===== src/rtl/operand_entry_ctrl_pkg.sv =====
// Shared types and constants for the keypad operand entry block.
// Latency: n/a (package only).
// Backpressure: n/a (package only).
package calc_pkg;

    typedef enum logic [1:0] {
        ENTRY   = 2'd0,
        CONVERT = 2'd1,
        VALID   = 2'd2
    } entry_state_t;

    // Button bit positions in the press vector
    localparam int BTN_U   = 0;
    localparam int BTN_D   = 1;
    localparam int BTN_L   = 2;
    localparam int BTN_R   = 3;
    localparam int BTN_C   = 4;
    localparam int BTN_NUM = 5;

    // Every digit is stored in a nibble regardless of radix
    localparam int DIGIT_W = 4;

    // True when the largest entry RADIX**DIGITS-1 fits in an operand of 'width' bits
    function automatic bit operand_fits(input int radix, input int digits, input int width);
        longint unsigned max_val;
        max_val = 64'd1;
        for (int i = 0; i < digits; i++) begin
            max_val = max_val * 64'(radix);
        end
        if (width >= 64) begin
            return 1'b1;
        end
        return (max_val - 64'd1) < (64'd1 << width);
    endfunction

endpackage


===== src/rtl/operand_entry_ctrl_if.sv =====
// Operand-set handshake between the entry block and the ALU stage.
// Latency: n/a (wires only).
// Backpressure: producer holds op_valid and operands_o until op_ready is seen.
interface operand_entry_ctrl_if #(
    parameter int NUM_OPERANDS = 2,
    parameter int OPERAND_W    = 16
);
    logic                              op_valid;
    logic                              op_ready;
    logic [NUM_OPERANDS*OPERAND_W-1:0] operands_o;

    modport master (output op_valid, output operands_o, input op_ready);
    modport slave  (input op_valid, input operands_o, output op_ready);
endinterface


===== src/rtl/operand_entry_ctrl_btn_debounce.sv =====
// Button conditioner: 2-flop synchroniser, stable-level filter, one-clock press pulse, optional auto-repeat (AUTO_REPEAT_EN).
// Latency: press pulse DEBOUNCE_CYCLES+3 clocks after the raw rising edge.
// Backpressure: none; pulses are fire-and-forget and the consumer may drop them.
module btn_debounce #(
    parameter int DEBOUNCE_CYCLES = 50_000,
    parameter int REPEAT_DELAY    = 50_000_000,
    parameter int REPEAT_CYCLES   = 20_000_000,
    parameter bit REPEAT_EN       = 1'b0
) (
    input  logic clk,
    input  logic rst_n,
    input  logic btn_i,
    output logic press_o
);
    localparam int CNT_W = (DEBOUNCE_CYCLES > 1) ? $clog2(DEBOUNCE_CYCLES) : 1;
    localparam logic [CNT_W-1:0] CNT_LAST = CNT_W'(DEBOUNCE_CYCLES - 1);

    if (DEBOUNCE_CYCLES < 1 || (REPEAT_EN && (REPEAT_DELAY < 1 || REPEAT_CYCLES < 1))) begin : g_bad_cfg
        $error("btn_debounce: debounce/repeat intervals must be at least 1");
    end

    logic             sync1_q;
    logic             sync2_q;
    logic             stable_q;
    logic             prev_q;
    logic [CNT_W-1:0] db_cnt_q;
    logic             edge_q;

    // Bring the raw button into the clock domain
    always_ff @(posedge clk or negedge rst_n) begin
        if (!rst_n) begin
            sync1_q <= 1'b0;
            sync2_q <= 1'b0;
        end else begin
            sync1_q <= btn_i;
            sync2_q <= sync1_q;
        end
    end

    // Accept a new level only after it has held for DEBOUNCE_CYCLES clocks
    always_ff @(posedge clk or negedge rst_n) begin
        if (!rst_n) begin
            db_cnt_q <= '0;
            stable_q <= 1'b0;
        end else if (sync2_q == stable_q) begin
            db_cnt_q <= '0;
        end else if (db_cnt_q == CNT_LAST) begin
            db_cnt_q <= '0;
            stable_q <= sync2_q;
        end else begin
            db_cnt_q <= db_cnt_q + 1'b1;
        end
    end

    // One-clock pulse on an accepted 0->1 transition
    always_ff @(posedge clk or negedge rst_n) begin
        if (!rst_n) begin
            prev_q <= 1'b0;
            edge_q <= 1'b0;
        end else begin
            prev_q <= stable_q;
            edge_q <= stable_q & ~prev_q;
        end
    end

`ifdef AUTO_REPEAT_EN
    logic [31:0] rpt_cnt_q;
    logic        rpt_phase_q;
    logic        rpt_q;
    logic [31:0] rpt_last;

    // First repeat waits REPEAT_DELAY, later ones every REPEAT_CYCLES
    assign rpt_last = rpt_phase_q ? 32'(REPEAT_CYCLES - 1) : 32'(REPEAT_DELAY - 1);

    // Repeat timer runs only while the debounced level is high
    always_ff @(posedge clk or negedge rst_n) begin
        if (!rst_n) begin
            rpt_cnt_q   <= '0;
            rpt_phase_q <= 1'b0;
            rpt_q       <= 1'b0;
        end else if (!REPEAT_EN || !stable_q) begin
            rpt_cnt_q   <= '0;
            rpt_phase_q <= 1'b0;
            rpt_q       <= 1'b0;
        end else if (rpt_cnt_q == rpt_last) begin
            rpt_cnt_q   <= '0;
            rpt_phase_q <= 1'b1;
            rpt_q       <= 1'b1;
        end else begin
            rpt_cnt_q   <= rpt_cnt_q + 32'd1;
            rpt_q       <= 1'b0;
        end
    end

    assign press_o = edge_q | rpt_q;
`else
    assign press_o = edge_q;
`endif

endmodule


===== src/rtl/operand_entry_ctrl.sv =====
// Keypad operand entry: edits a radix-RADIX digit register, Horner-converts each commit, collects NUM_OPERANDS operands (AUTO_REPEAT_EN adds U/D auto-repeat).
// Latency: DIGITS clocks in CONVERT per commit; op_valid the clock after the last slot is written.
// Backpressure: op_valid/operands_o held until op_ready; presses arriving in CONVERT or VALID are dropped.
module operand_entry_ctrl
    import calc_pkg::*;
#(
    parameter int DIGITS          = 4,
    parameter int RADIX           = 10,
    parameter int NUM_OPERANDS    = 2,
    parameter int OPERAND_W       = 16,
    parameter int DEBOUNCE_CYCLES = 50_000,
    parameter int REPEAT_DELAY    = 50_000_000,
    parameter int REPEAT_CYCLES   = 20_000_000
) (
    input  logic                      CLK100MHZ,
    input  logic                      rst_n,
    input  logic                      btnU,
    input  logic                      btnD,
    input  logic                      btnL,
    input  logic                      btnR,
    input  logic                      btnC,
    input  logic                      clear,
    output logic [DIGIT_W*DIGITS-1:0] digits_o,
    output logic [1:0]                operand_idx,
    output logic                      busy,
    operand_entry_ctrl_if.master      alu
);
    localparam int DW     = DIGIT_W * DIGITS;
    localparam int SW     = NUM_OPERANDS * OPERAND_W;
    localparam int DIDX_W = (DIGITS > 1) ? $clog2(DIGITS) : 1;
    localparam logic [DIGIT_W-1:0]   DIG_MAX  = DIGIT_W'(RADIX - 1);
    localparam logic [OPERAND_W-1:0] RADIX_OP = OPERAND_W'(RADIX);
    localparam logic [1:0]           LAST_IDX = 2'(NUM_OPERANDS - 1);
    localparam logic [DIDX_W-1:0]    MSD_IDX  = DIDX_W'(DIGITS - 1);

    if (DIGITS < 1 || DIGITS > 8 || RADIX < 2 || RADIX > 16 ||
        NUM_OPERANDS < 1 || NUM_OPERANDS > 4) begin : g_bad_cfg
        $error("operand_entry_ctrl: DIGITS/RADIX/NUM_OPERANDS out of range");
    end
    if (!operand_fits(RADIX, DIGITS, OPERAND_W)) begin : g_bad_width
        $error("operand_entry_ctrl: OPERAND_W too narrow for RADIX**DIGITS-1");
    end

    entry_state_t        state_q, state_d;
    logic [DW-1:0]       digits_q, digits_d;
    logic [OPERAND_W-1:0] acc_q, acc_d;
    logic [DIDX_W-1:0]   cidx_q, cidx_d;
    logic [1:0]          idx_q, idx_d;
    logic [SW-1:0]       slots_q, slots_d;

    logic [BTN_NUM-1:0]   raw_btn;
    logic [BTN_NUM-1:0]   press;
    logic [DIGIT_W-1:0]   d0;
    logic [DIGIT_W-1:0]   cur_digit;
    logic [OPERAND_W-1:0] acc_next;
    logic                 conv_last;
    logic                 op_valid;

    assign raw_btn = {btnC, btnR, btnL, btnD, btnU};

    for (genvar i = 0; i < BTN_NUM; i++) begin : g_btn
        btn_debounce #(
            .DEBOUNCE_CYCLES (DEBOUNCE_CYCLES),
            .REPEAT_DELAY    (REPEAT_DELAY),
            .REPEAT_CYCLES   (REPEAT_CYCLES),
            .REPEAT_EN       ((i == BTN_U) || (i == BTN_D))
        ) u_db (
            .clk     (CLK100MHZ),
            .rst_n   (rst_n),
            .btn_i   (raw_btn[i]),
            .press_o (press[i])
        );
    end

    // Horner step: MSD first, cidx_q walks down to digit 0
    assign d0        = digits_q[DIGIT_W-1:0];
    assign cur_digit = digits_q[cidx_q*DIGIT_W +: DIGIT_W];
    assign acc_next  = acc_q * RADIX_OP + OPERAND_W'(cur_digit);
    assign conv_last = (cidx_q == '0);

    // FSM state register
    always_ff @(posedge CLK100MHZ or negedge rst_n) begin
        if (!rst_n) begin
            state_q <= ENTRY;
        end else begin
            state_q <= state_d;
        end
    end

    // FSM next state; clear overrides every other event
    always_comb begin
        state_d = state_q;
        if (clear) begin
            state_d = ENTRY;
        end else begin
            case (state_q)
                ENTRY:   if (press[BTN_C]) state_d = CONVERT;
                CONVERT: if (conv_last) state_d = (idx_q == LAST_IDX) ? VALID : ENTRY;
                VALID:   if (alu.op_ready) state_d = ENTRY;
                default: state_d = ENTRY;
            endcase
        end
    end

    // FSM outputs
    always_comb begin
        op_valid = (state_q == VALID);
        busy     = (state_q == CONVERT);
    end

    // Datapath next state: digit edits by priority C > L > R > U > D, conversion, slot write
    always_comb begin
        digits_d = digits_q;
        acc_d    = acc_q;
        cidx_d   = cidx_q;
        idx_d    = idx_q;
        slots_d  = slots_q;
        if (clear) begin
            digits_d = '0;
            idx_d    = '0;
        end else begin
            case (state_q)
                ENTRY: begin
                    if (press[BTN_C]) begin
                        acc_d  = '0;
                        cidx_d = MSD_IDX;
                    end else if (press[BTN_L]) begin
                        digits_d = digits_q << DIGIT_W;
                    end else if (press[BTN_R]) begin
                        digits_d = digits_q >> DIGIT_W;
                    end else if (press[BTN_U]) begin
                        digits_d[DIGIT_W-1:0] = (d0 == DIG_MAX) ? '0 : d0 + 1'b1;
                    end else if (press[BTN_D]) begin
                        digits_d[DIGIT_W-1:0] = (d0 == '0) ? DIG_MAX : d0 - 1'b1;
                    end
                end
                CONVERT: begin
                    acc_d  = acc_next;
                    cidx_d = cidx_q - 1'b1;
                    if (conv_last) begin
                        slots_d[idx_q*OPERAND_W +: OPERAND_W] = acc_next;
                        digits_d = '0;
                        idx_d    = idx_q + 2'd1;
                    end
                end
                VALID: begin
                    if (alu.op_ready) idx_d = '0;
                end
                default: ;
            endcase
        end
    end

    // Datapath registers
    always_ff @(posedge CLK100MHZ or negedge rst_n) begin
        if (!rst_n) begin
            digits_q <= '0;
            acc_q    <= '0;
            cidx_q   <= '0;
            idx_q    <= '0;
            slots_q  <= '0;
        end else begin
            digits_q <= digits_d;
            acc_q    <= acc_d;
            cidx_q   <= cidx_d;
            idx_q    <= idx_d;
            slots_q  <= slots_d;
        end
    end

    assign digits_o       = digits_q;
    assign operand_idx    = idx_q;
    assign alu.op_valid   = op_valid;
    assign alu.operands_o = slots_q;

endmodule


===== src/flat_wrapper.sv =====
// flat-port wrapper written by rule: the top's interface ports become plain ports
module operand_entry_ctrl_flat import calc_pkg::*;
#(
    parameter int DIGITS          = 4,
    parameter int RADIX           = 10,
    parameter int NUM_OPERANDS    = 2,
    parameter int OPERAND_W       = 16,
    parameter int DEBOUNCE_CYCLES = 50_000,
    parameter int REPEAT_DELAY    = 50_000_000,
    parameter int REPEAT_CYCLES   = 20_000_000
)
  (CLK100MHZ, rst_n, btnU, btnD, btnL, btnR, btnC, clear, digits_o, operand_idx, busy, alu_op_valid, alu_operands_o, alu_op_ready);
  operand_entry_ctrl_if #(.NUM_OPERANDS(NUM_OPERANDS), .OPERAND_W(OPERAND_W)) alu_i ();
  input  logic CLK100MHZ;
  input  logic rst_n;
  input  logic btnU;
  input  logic btnD;
  input  logic btnL;
  input  logic btnR;
  input  logic btnC;
  input  logic clear;
  output logic [DIGIT_W*DIGITS-1:0] digits_o;
  output logic [1:0] operand_idx;
  output logic busy;
  output wire logic [$bits(alu_i.op_valid)-1:0] alu_op_valid;
  output wire logic [$bits(alu_i.operands_o)-1:0] alu_operands_o;
  input wire logic [$bits(alu_i.op_ready)-1:0] alu_op_ready;
  assign alu_op_valid = alu_i.op_valid;
  assign alu_operands_o = alu_i.operands_o;
  assign alu_i.op_ready = alu_op_ready;
  operand_entry_ctrl #(.DIGITS(DIGITS), .RADIX(RADIX), .NUM_OPERANDS(NUM_OPERANDS), .OPERAND_W(OPERAND_W), .DEBOUNCE_CYCLES(DEBOUNCE_CYCLES), .REPEAT_DELAY(REPEAT_DELAY), .REPEAT_CYCLES(REPEAT_CYCLES)) u_core (.CLK100MHZ(CLK100MHZ), .rst_n(rst_n), .btnU(btnU), .btnD(btnD), .btnL(btnL), .btnR(btnR), .btnC(btnC), .clear(clear), .digits_o(digits_o), .operand_idx(operand_idx), .busy(busy), .alu(alu_i));
endmodule

===== config.mk =====
export PLATFORM = sky130hd
export DESIGN_NAME = operand_entry_ctrl_flat
export DESIGN_NICKNAME = d
export VERILOG_FILES = /design/src/rtl/operand_entry_ctrl_pkg.sv /design/src/rtl/operand_entry_ctrl_if.sv /design/src/rtl/operand_entry_ctrl_btn_debounce.sv /design/src/rtl/operand_entry_ctrl.sv /design/src/flat_wrapper.sv
export SDC_FILE = /design/constraint.sdc
export NUM_CORES = 1
export LEC_CHECK = 0
export ABC_AREA = 1
export BUFFER_PORTS_ARGS = -buffer_cell sky130_fd_sc_hd__buf_2
export CAP_MARGIN = 30
export CORE_MARGIN = 3
export CORE_UTILIZATION = 60
export CTS_CLUSTER_SIZE = 24
export DETAILED_ROUTE_END_ITERATION = 12
export GPL_ROUTABILITY_DRIVEN = 0
export PLACE_DENSITY = 0.79
export SKIP_LAST_GASP = 1
export SLEW_MARGIN = 20
export SYNTH_ARGS = -nofsm -noshare
export SYNTH_HDL_FRONTEND = slang
export SYNTH_SLANG_ARGS = --single-unit

===== constraint.sdc =====
create_clock -name CLK100MHZ -period 2.9 [get_ports CLK100MHZ]
set_input_delay 0.725 -clock CLK100MHZ [delete_from_list [all_inputs] [get_ports CLK100MHZ]]
set_output_delay 0.725 -clock CLK100MHZ [all_outputs]
set_load 0.05 [all_outputs]

Yosys cells after proc, flatten, opt, wreduce, memory -nomap -nowiden --
Cells that the tools add are included.
Storage, ports and cells: bits in writable memories 0, latch bits 0, register bits after elaboration 175, output and inout bits 52, ROM bits 0, input bits 9, memories kept 0
Cells by class: $lt $le $gt $ge 0, add/subtract/negate cells 11, reductions and logical operators 17, div/mod/pow operators 0, muxes and demuxes 35, $mul 1, shifts and indexed selects 3, eq/ne operators 21, bitwise operators 16
Operator list (count):
- two-way mux 16 bit | 15
- adder 16 x 1 -> 16 bit, second input constant | 5
- == test 16 bit, second input constant | 5
- one-hot mux 16 bit (2 select lines) | 2
- negation 6 -> 34 bit | 1
- variable shift 16 x 34 -> 32 bit, first input constant | 1
- indexed part select 16 x 34 -> 32 bit | 1
- bitwise mux 32 bit | 1
- two-way mux 4 bit | 5
- adder 16 x 4 -> 16 bit | 1
- multiplier 16 x 3 -> 15 bit, second input constant | 1
- two-way mux 2 bit | 8
- indexed part select 16 x 5 -> 4 bit | 1
- two-way mux 12 bit | 1
- AND reduction 3 bit | 4
- NOT 1 bit | 11
- AND reduction 2 bit | 5
- one-hot mux 2 bit (2 select lines) | 2
- AND reduction 4 bit | 2
- != test 3 x 2 -> 1 bit, second input constant | 2
- != test 3 bit, second input constant | 2
- != test 6 bit, second input constant | 1
- one-hot mux 2 bit (3 select lines) | 1
- nonzero test 3 bit | 2
- 14 further kinds | 24

Depth between registers and ports, before layout --
Gate-level depths: netlist of run 1.
depth after elaboration 9, depth in mapped cells 20, gate-level depth less buffers 19

Hierarchy --
Synthesis of run 1 repeated with hierarchy kept, for this count alone.
Second synthesis, totals: cell total of the unflattened synthesis 1184, area total of the unflattened synthesis 9705.6 sq um
Modules (own cells, without submodules):
- btn_debounce | cells an instance 125, sequential area each 525.5 sq um, times used 5, area each 1067.3 sq um
- operand_entry_ctrl | cells an instance 559, sequential area each 1726.7 sq um, times used 1, area each 4369.2 sq um

Worst setup path after synthesis of run 1 --
No wires, ideal clock.
path kind reg-to-reg, start register u_core.digits_q[5] (netlist: u_core.digits_o[5]), end register u_core.slots_q[31] (netlist: u_core.alu.operands_o[31]), cell stages (with the launch flop) 20, data arrival time 2.509 ns, setup slack 0.273 ns, required time 2.782 ns, buffers on the path 0, path through dfrtp_1 inv_1 o21ai_0 a21oi_1 a21oi_1 ha_1 fa_1 nand2_1 nand2_1 nand3_1 nor2_1 nand2_1 nor2_2 nand3_1 nor2_2 nand3_1 nand2_1 nand2_1 nand2_1 nand2_1
On the way: cells in the longest elaborated chain, start to end 4
RTL lines:
- start, declared | RTL line operand_entry_ctrl.sv:45 | logic [DW-1:0] digits_q, digits_d;
- start signal, assigned | RTL line operand_entry_ctrl.sv:163 | digits_q <= digits_d;
- indexed part select 16 x 5 -> 4 bit | RTL line operand_entry_ctrl.sv:77 | assign cur_digit = digits_q[cidx_q*DIGIT_W +: DIGIT_W];
- adder 16 x 4 -> 16 bit | RTL line operand_entry_ctrl.sv:78 | assign acc_next = acc_q * RADIX_OP + OPERAND_W'(cur_digit);
- indexed part select 16 x 34 -> 32 bit | RTL line operand_entry_ctrl.sv:141 | slots_d[idx_q*OPERAND_W +: OPERAND_W] = acc_next;
- bitwise mux 32 bit | RTL line operand_entry_ctrl.sv:141
- end signal, assigned | RTL line operand_entry_ctrl.sv:167 | slots_q <= slots_d;
- end, declared | RTL line operand_entry_ctrl.sv:49 | logic [SW-1:0] slots_q, slots_d;
No other way between the ends. A chain may end at the register's enable or synchronous reset.

Worst setup path in the final report of run 1 --
start register u_core.acc_q[3], end register u_core.slots_q[30] (netlist: u_core.alu.operands_o[30])
On the way: cells in the longest elaborated chain, start to end 4
RTL lines:
- start, declared | RTL line operand_entry_ctrl.sv:46 | logic [OPERAND_W-1:0] acc_q, acc_d;
- start signal, assigned | RTL line operand_entry_ctrl.sv:158 | acc_q <= '0;
- start signal, assigned | RTL line operand_entry_ctrl.sv:164 | acc_q <= acc_d;
- multiplier 16 x 3 -> 15 bit | RTL line operand_entry_ctrl.sv:78
- adder 16 x 4 -> 16 bit | RTL line operand_entry_ctrl.sv:78
- indexed part select 16 x 34 -> 32 bit | RTL line operand_entry_ctrl.sv:141
- bitwise mux 32 bit | RTL line operand_entry_ctrl.sv:141
No other way between the ends.

==> flow_summary.toml, run 1 <==
[floorplanning]
rows = 44
die_h_um = 129.3
io_pins = 61
core_mm2 = 0.01470
initial_utilization_pct = 62.10
die-area_mm2 = 0.01673
die_x_um = 129.3

[setup_path]
crit_path_end_kind = "flip-flop"
rr_startpoint = "u_core.acc_q[3]"
cp.required_ns = 3.21
r2r_cells = 14
crit_arrival_ns = 3.03
r2r-end = "u_core.alu.operands_o[30]"
criticalPathCategory = "reg -> reg"
critPathMaxFanout = 4
start_kind = "flip-flop"
ff2ff_setup_slack_ns = 0.18

[placed_design]
dpl_worst_slack_ns = 0.1129
io_buffers = 60
place_area_mm2 = 0.009697
dp_hpwl_um = 13680

[layout]
areaGrowthSynthToFinish_pct = 13.38
stdcell_area_mm2 = 0.01035
diodes = 0
final_nets = 1209
n_fill_cell = 1117
drive_above_1_share_pct = 14.03

[hold_path]
hp-class = "in -> async"

[cts]
cts_root_buf = "clkbuf_16"
cts_tree = "yes"
clk_pin_slew_ns = 0.06
clkSinkCount = 174
htreeDepth = 4
cts_max_path_buffers = 2
clock_latency_ns = 0.42
cts_made_buffers = 17

[synthesis]
avgSynthCellArea_um2 = 8.467
ys_seq_elements = 174
synth_cell_types = 50
synth_ff_type = "dfrtp_1"
synth_area_mm2 = 0.009128
syn-num-nets = 1128
synth-edff-count = 0
ys.warnings.count = 0
yosysSeqAreaShare_pct = 47.70
synthCells = 1078
async_flop_share_pct = 100.0

[sta]
slew_headroom_pct = 47.03
drv_slew = 0
period_minus_slack_ns = 2.716
finalSetupViolations = 0
fin_hold_ws_ns = 0.2774
finClkSkew_ns = 0.007974
tightest_slew_ns = 0.7843
max_freq_ghz = 0.3682
finalSetupTns_ns = 0
finalHoldViolCount = 0
setup_slack_ns = 0.1837
period_share_pct = 93.67

[grt]
gr-usage-all-layers_pct = 24.51
globalRouteOverflowTotal = 0
grt_max_degree = 63
antenna_found_initial = 0
grt_pass1_vias = 7164
grt_pass1_wl_um = 33070

[power_and_ir_drop]
p_int_w = 0.004357
seq_power_share_pct = 41.9
power_leakage_nw = 5.038
peakVddDrop_v = 0.0004813
pwr-share-comb_pct = 20.3
p_total_w = 0.006158
power_switching_w = 0.001801
power_density_mw_per_mm2 = 595.1
switching_share_pct = 29.24
clkPwrFrac_pct = 37.9

[routing]
num_vias = 7502
wl_um = 19050
wl_met3_um = 775
ant_nets = 0
drtIter0Drc = 548
drt_pass1_iterations = 6
met1_length_um = 8807
highest_layer = "met4"
route.met2.wl_um = 9034
drt-vias-per-instance = 5.545
drc = 0
post_drt_wl_per_cell_um = 14.08

[job]
cap_violations = 0

[status]
status = "complete, no violations"
## registers in the layout, indices dropped and copies added, names as in the netlist
signal,cells
u_core.g_btn.u_db.prev_q,5
u_core.g_btn.u_db.db_cnt_q,80
u_core.digits_o,16
u_core.operand_idx,2
u_core.state_q,2
u_core.g_btn.u_db.sync1_q,5
u_core.g_btn.u_db.sync2_q,5
u_core.cidx_q,2
u_core.g_btn.u_db.press_o,5
u_core.alu.operands_o,32
u_core.acc_q,15
u_core.g_btn.u_db.stable_q,5
## metrics by stage
stage	utilization (%)	instances
final	70.40	1353
after global routing	70.40	1353
after CTS	70.00	1348
after detailed placement	65.97	1319
after global placement	65.97	1319
after floorplan	-	1078
## repair_timing
| item | in CTS | in global routing |
|---|---|---|
| resized for setup | 0 | 7 |
| setup endpoints to repair | 0 | 18 |
| hold buffers | 0 | 0 |
| setup buffers | 0 | 5 |
## synthesized netlist by cell type, types with 10 or more instances
cell type    n  area (um2)
nand3_1     67       335.3
nand4_1     21       131.4
nand2_1    230       863.3
o21ai_1     16       80.08
o21ai_0     55       275.3
nor2_1     101       379.1
xor2_1      26       227.7
nor2_2      10       62.56
nor4_1      10       62.56
ha_1        39       488.0
nor3b_1     17       127.6
dfrtp_1    174        4354
a21oi_1     48       240.2
nor3_1      24       120.1
inv_1      138       518.0
## worst max-delay path by stage
stage | to | from | slack [ns]
3_3_place_gp | u_core.alu.operands_o[14] | u_core.acc_q[3] | 0.19
6_report | u_core.alu.operands_o[30] | u_core.acc_q[3] | 0.18
2_1_floorplan | u_core.alu.operands_o[31] | u_core.digits_o[5] | 0.27
5_1_grt | u_core.alu.operands_o[15] | u_core.cidx_q[0] | -0.02
4_1_cts | u_core.alu.operands_o[30] | u_core.acc_q[3] | 0.1
3_5_place_dp | u_core.alu.operands_o[30] | u_core.acc_q[3] | 0.11
## cells in the final DEF (no fill, tap or decap), types with 10 or more instances in the layout
| cell type | count |
|---|---|
| o21ai_1 | 16 |
| ha_1 | 37 |
| dfrtp_1 | 174 |
| o21ai_0 | 55 |
| nand3_1 | 66 |
| nor2_1 | 100 |
| nand4_1 | 21 |
| nor4_1 | 10 |
| buf_4 | 14 |
| xor2_1 | 26 |
| nor3b_1 | 17 |
| inv_1 | 137 |
| nand2_1 | 230 |
| nor2_2 | 11 |
| a21oi_1 | 46 |
| nor3_1 | 24 |
| buf_2 | 59 |
| clkbuf_16 | 17 |
## critical path, cell delays in order, from the launching register on
cell	delay (ns)
dfrtp_1	0.40
ha_1	0.29
ha_2	0.21
inv_1	0.06
fa_1	0.49
nor2_2	0.13
nand4_1	0.11
nand2_1	0.08
nand2_1	0.07
nor2_2	0.14
nand3b_1	0.17
nor2_2	0.17
nand3b_1	0.13
nand3_1	0.10
nand2_1	0.06
## metal layers
metal / global-route usage, % / vias to the layer above
met4: 9.018 / 0
li1: - / 3709
met1: 33.22 / 3563
met2: 39.66 / 191
met3: 4.617 / 39
met5: 0 / -
## cells by family (layout without fill, tap and decap cells)
logic type      Yosys count  after routing  synth area share, %
compound gates          157            157                9.980
xor+xnor                 35             35                3.359
fa+ha+maj                41             41                5.785
buf+inv                 162            253                6.964
flops                   174            174                47.70
mux                       2              2               0.2467
simple gates            507            507                25.96
## power by group through the flow
stage                     Clock, W  Sequential (W)  Combinational [W]
after floorplan                  0         0.00264           0.000877
after global placement           0         0.00262            0.00117
after detailed placement         0         0.00262            0.00120
after CTS                  0.00238         0.00257            0.00121
after global routing       0.00248         0.00259            0.00140
final                      0.00233         0.00258            0.00125
## cell type report
type                    instances  area (um2)  share of cell area (%)
inverters                     147       556.8                   5.380
clock buffers                  22       454.2                   4.389
repair buffers                 77       456.7                   4.413
well taps                     184       230.2                   2.225
multi-input cells             742        4158                   40.18
clock inverters                 7       138.9                   1.342
flip-flops and latches        174        4354                   42.07
Note: power is estimated with default switching activity, not from simulation.
==> run 2, diff against run 1 <==
--- a/config.mk
+++ b/config.mk
@@ -8,12 +8,15 @@
 export ABC_AREA = 1
 export BUFFER_PORTS_ARGS = -buffer_cell sky130_fd_sc_hd__buf_2
 export CAP_MARGIN = 30
+export CELL_PAD_IN_SITES_DETAIL_PLACEMENT = 1
+export CELL_PAD_IN_SITES_GLOBAL_PLACEMENT = 2
 export CORE_MARGIN = 3
-export CORE_UTILIZATION = 60
+export CORE_UTILIZATION = 37
+export CTS_CLUSTER_DIAMETER = 60
 export CTS_CLUSTER_SIZE = 24
 export DETAILED_ROUTE_END_ITERATION = 12
 export GPL_ROUTABILITY_DRIVEN = 0
-export PLACE_DENSITY = 0.79
+export PLACE_DENSITY_LB_ADDON = 0.1
 export SKIP_LAST_GASP = 1
 export SLEW_MARGIN = 20
 export SYNTH_ARGS = -nofsm -noshare
==> run 2 against run 1 <==
  * Total power is 0.44% lower
  * Worst setup slack gained 0.024 ns
  * Global-route usage fell by 6.2 points
  * Clock skew increased by 0.0063 ns
  * Clock-buffer cell count decreased by 5
  * Final area increased by 2.6%
  * Largest cell class unchanged
  * Routed wire length rose by 22%
  * Die area increased by 59%
  * Non-clock buffer count grew 11
  * Highest routed layer unchanged
==> flow_summary.toml, run 2 (synthesis results as in run 1) <==
[placed_design]
numPlacedInstances = 1460
dp_hpwl_um = 17230
place_area_mm2 = 0.009921
io_buffers = 60

[layout]
ff_latch_area_mm2 = 0.004354
n_fill_cell = 2861
final_common_cell = "nand2_1"
drive_above_1_share_pct = 16.06
final_util_pct = 44.57
stdcell_area_mm2 = 0.01062
final_nets = 1220
finalNonFillerCells = 1502
top_register = "u_core.g_btn.u_db.db_cnt_q"
largest_register_ffs = 80
diodes = 0
layout_common_cells = "228 x nand2_1, 174 x dfrtp_1, 136 x inv_1"
multi_input_area_mm2 = 0.004207
areaGrowthSynthToFinish_pct = 16.33

[power_and_ir_drop]
power_density_mw_per_mm2 = 577.4
power_leakage_nw = 5.071
p_total_w = 0.006131
peakVddDrop_v = 0.0003337

[sta]
period_share_pct = 92.84
finalSetupViolations = 0
drv_slew = 0
max_freq_ghz = 0.3714
tightest_slew_ns = 0.7716
finalHoldViolCount = 0
period_minus_slack_ns = 2.692
finClkSkew_ns = 0.01425
slew_headroom_pct = 48.56

[setup_path]
critPathMaxFanout = 3
crit_path_end_kind = "flip-flop"
cp.required_ns = 3.22
start_kind = "flip-flop"
crit_arrival_ns = 3.01
criticalPathCategory = "reg -> reg"

[routing]
wl_um = 23220
drt_pass1_iterations = 4
drt-vias-per-instance = 4.969
num_vias = 7464
drc = 0
post_drt_wl_per_cell_um = 15.46
ant_nets = 0
drtIter0Drc = 266

[floorplanning]
core_mm2 = 0.02382
die_x_um = 163.1
rows = 56
die_h_um = 163.1
io_pins = 61
die-area_mm2 = 0.02659
initial_utilization_pct = 38.31

[grt]
globalRouteOverflowTotal = 0
grt_pass1_wl_um = 39540
grt_pass1_vias = 7785
gr-usage-all-layers_pct = 18.36
grt_max_degree = 62
antenna_found_initial = 0

[cts]
clock_latency_ns = 0.44
clk_pin_slew_ns = 0.08
cts_tree = "yes"
cts_root_buf = "clkbuf_16"
cts_max_path_buffers = 2
hold_buffers = 0
clkSinkCount = 174
htreeDepth = 4
cts_made_buffers = 17

[hold_path]
hp-class = "in -> async"

[job]
cap_violations = 0

[status]
status = "complete, no violations"
==> run 2: changes by cell type in the layout (fill, tap and decap cells not counted), moves of 3 or more <==
cell        delta
nor2_2         -3
bufinv_16      -4
inv_6          +6
buf_4         +12
clkinvlp_4     +4
clkbuf_1       -4
inv_8          +3
nor2_4         +4
==> run 2: final timing paths <==
check / startpoint / endpoint / slack (ns) / cells past startpoint
setup / recovery: u_core.acc_q[3] / u_core.acc_q[14] / 0.21 / 14
hold / removal: rst_n / u_core.digits_o[7] / 0.27 / 1
setup reg to reg: u_core.acc_q[3] / u_core.acc_q[14] / 0.21 / 14
hold reg to reg: u_core.g_btn[4].u_db.sync1_q / u_core.g_btn[4].u_db.sync2_q / 0.35 / 0
max in group asynchronous: rst_n / u_core.g_btn[3].u_db.db_cnt_q[13] / 1.96 / 2
min in group CLK100MHZ: u_core.g_btn[4].u_db.sync1_q / u_core.g_btn[4].u_db.sync2_q / 0.35 / 0
==> run 2: stage by stage <==
| stage | hold WS, ns | setup slack (ns) | TNS, ns |
|---|---|---|---|
| after CTS | 0.2958 | 0.1207 | 0 |
| after detailed placement | 0.3362 | 0.1486 | 0 |
| final | 0.2749 | 0.2077 | 0 |
| after floorplan | 0.3312 | 0.2730 | 0 |
| after global routing | 0.3126 | -0.06716 | -0.3198 |
| after global placement | 0.3326 | 0.1877 | 0 |
==> run 2: critical path, cell delays in order, from the launching register on <==
cell      delay, ns
dfrtp_1        0.40
ha_1           0.29
ha_2           0.20
inv_2          0.06
fa_2           0.47
nor2_4         0.11
nand4_1        0.14
nand2_1        0.11
nand2_2        0.07
nor2_4         0.12
nand3b_1       0.15
nor2_2         0.17
nand3b_1       0.14
nand3_1        0.09
nand2_1        0.05
==> run 2: layout make-up <==
class,instances,area share (%)
clock inverters,15,1.202
clock buffers,17,4.007
inverters,147,5.279
well taps,319,3.759
multi-input cells,742,39.62
flip-flops and latches,174,41.01
repair buffers,88,5.126
==> run 2: what timing repair did <==
action,in CTS,in global routing
setup buffers,0,10
endpoints found under the setup margin,0,20
gates resized for setup,0,20
==> run 2: metal layers <==
metal | global-route usage [%] | up-vias | routed length, um
met5 | 0 | - | 0
met4 | 4.229 | 0 | 217
met3 | 2.714 | 15 | 516
met2 | 30.83 | 59 | 11210
met1 | 25.20 | 3661 | 11280
li1 | - | 3729 | -
==> run 2: power by group <==
part	leakage, nW	internal [W]	total [W]	switching (W)
clock network	0.267	0.00113	0.00220	0.00107
registers	2.36	0.00250	0.00257	0.0000721
logic	2.44	0.000437	0.00136	0.000921
total	5.07	0.00407	0.00613	0.00207
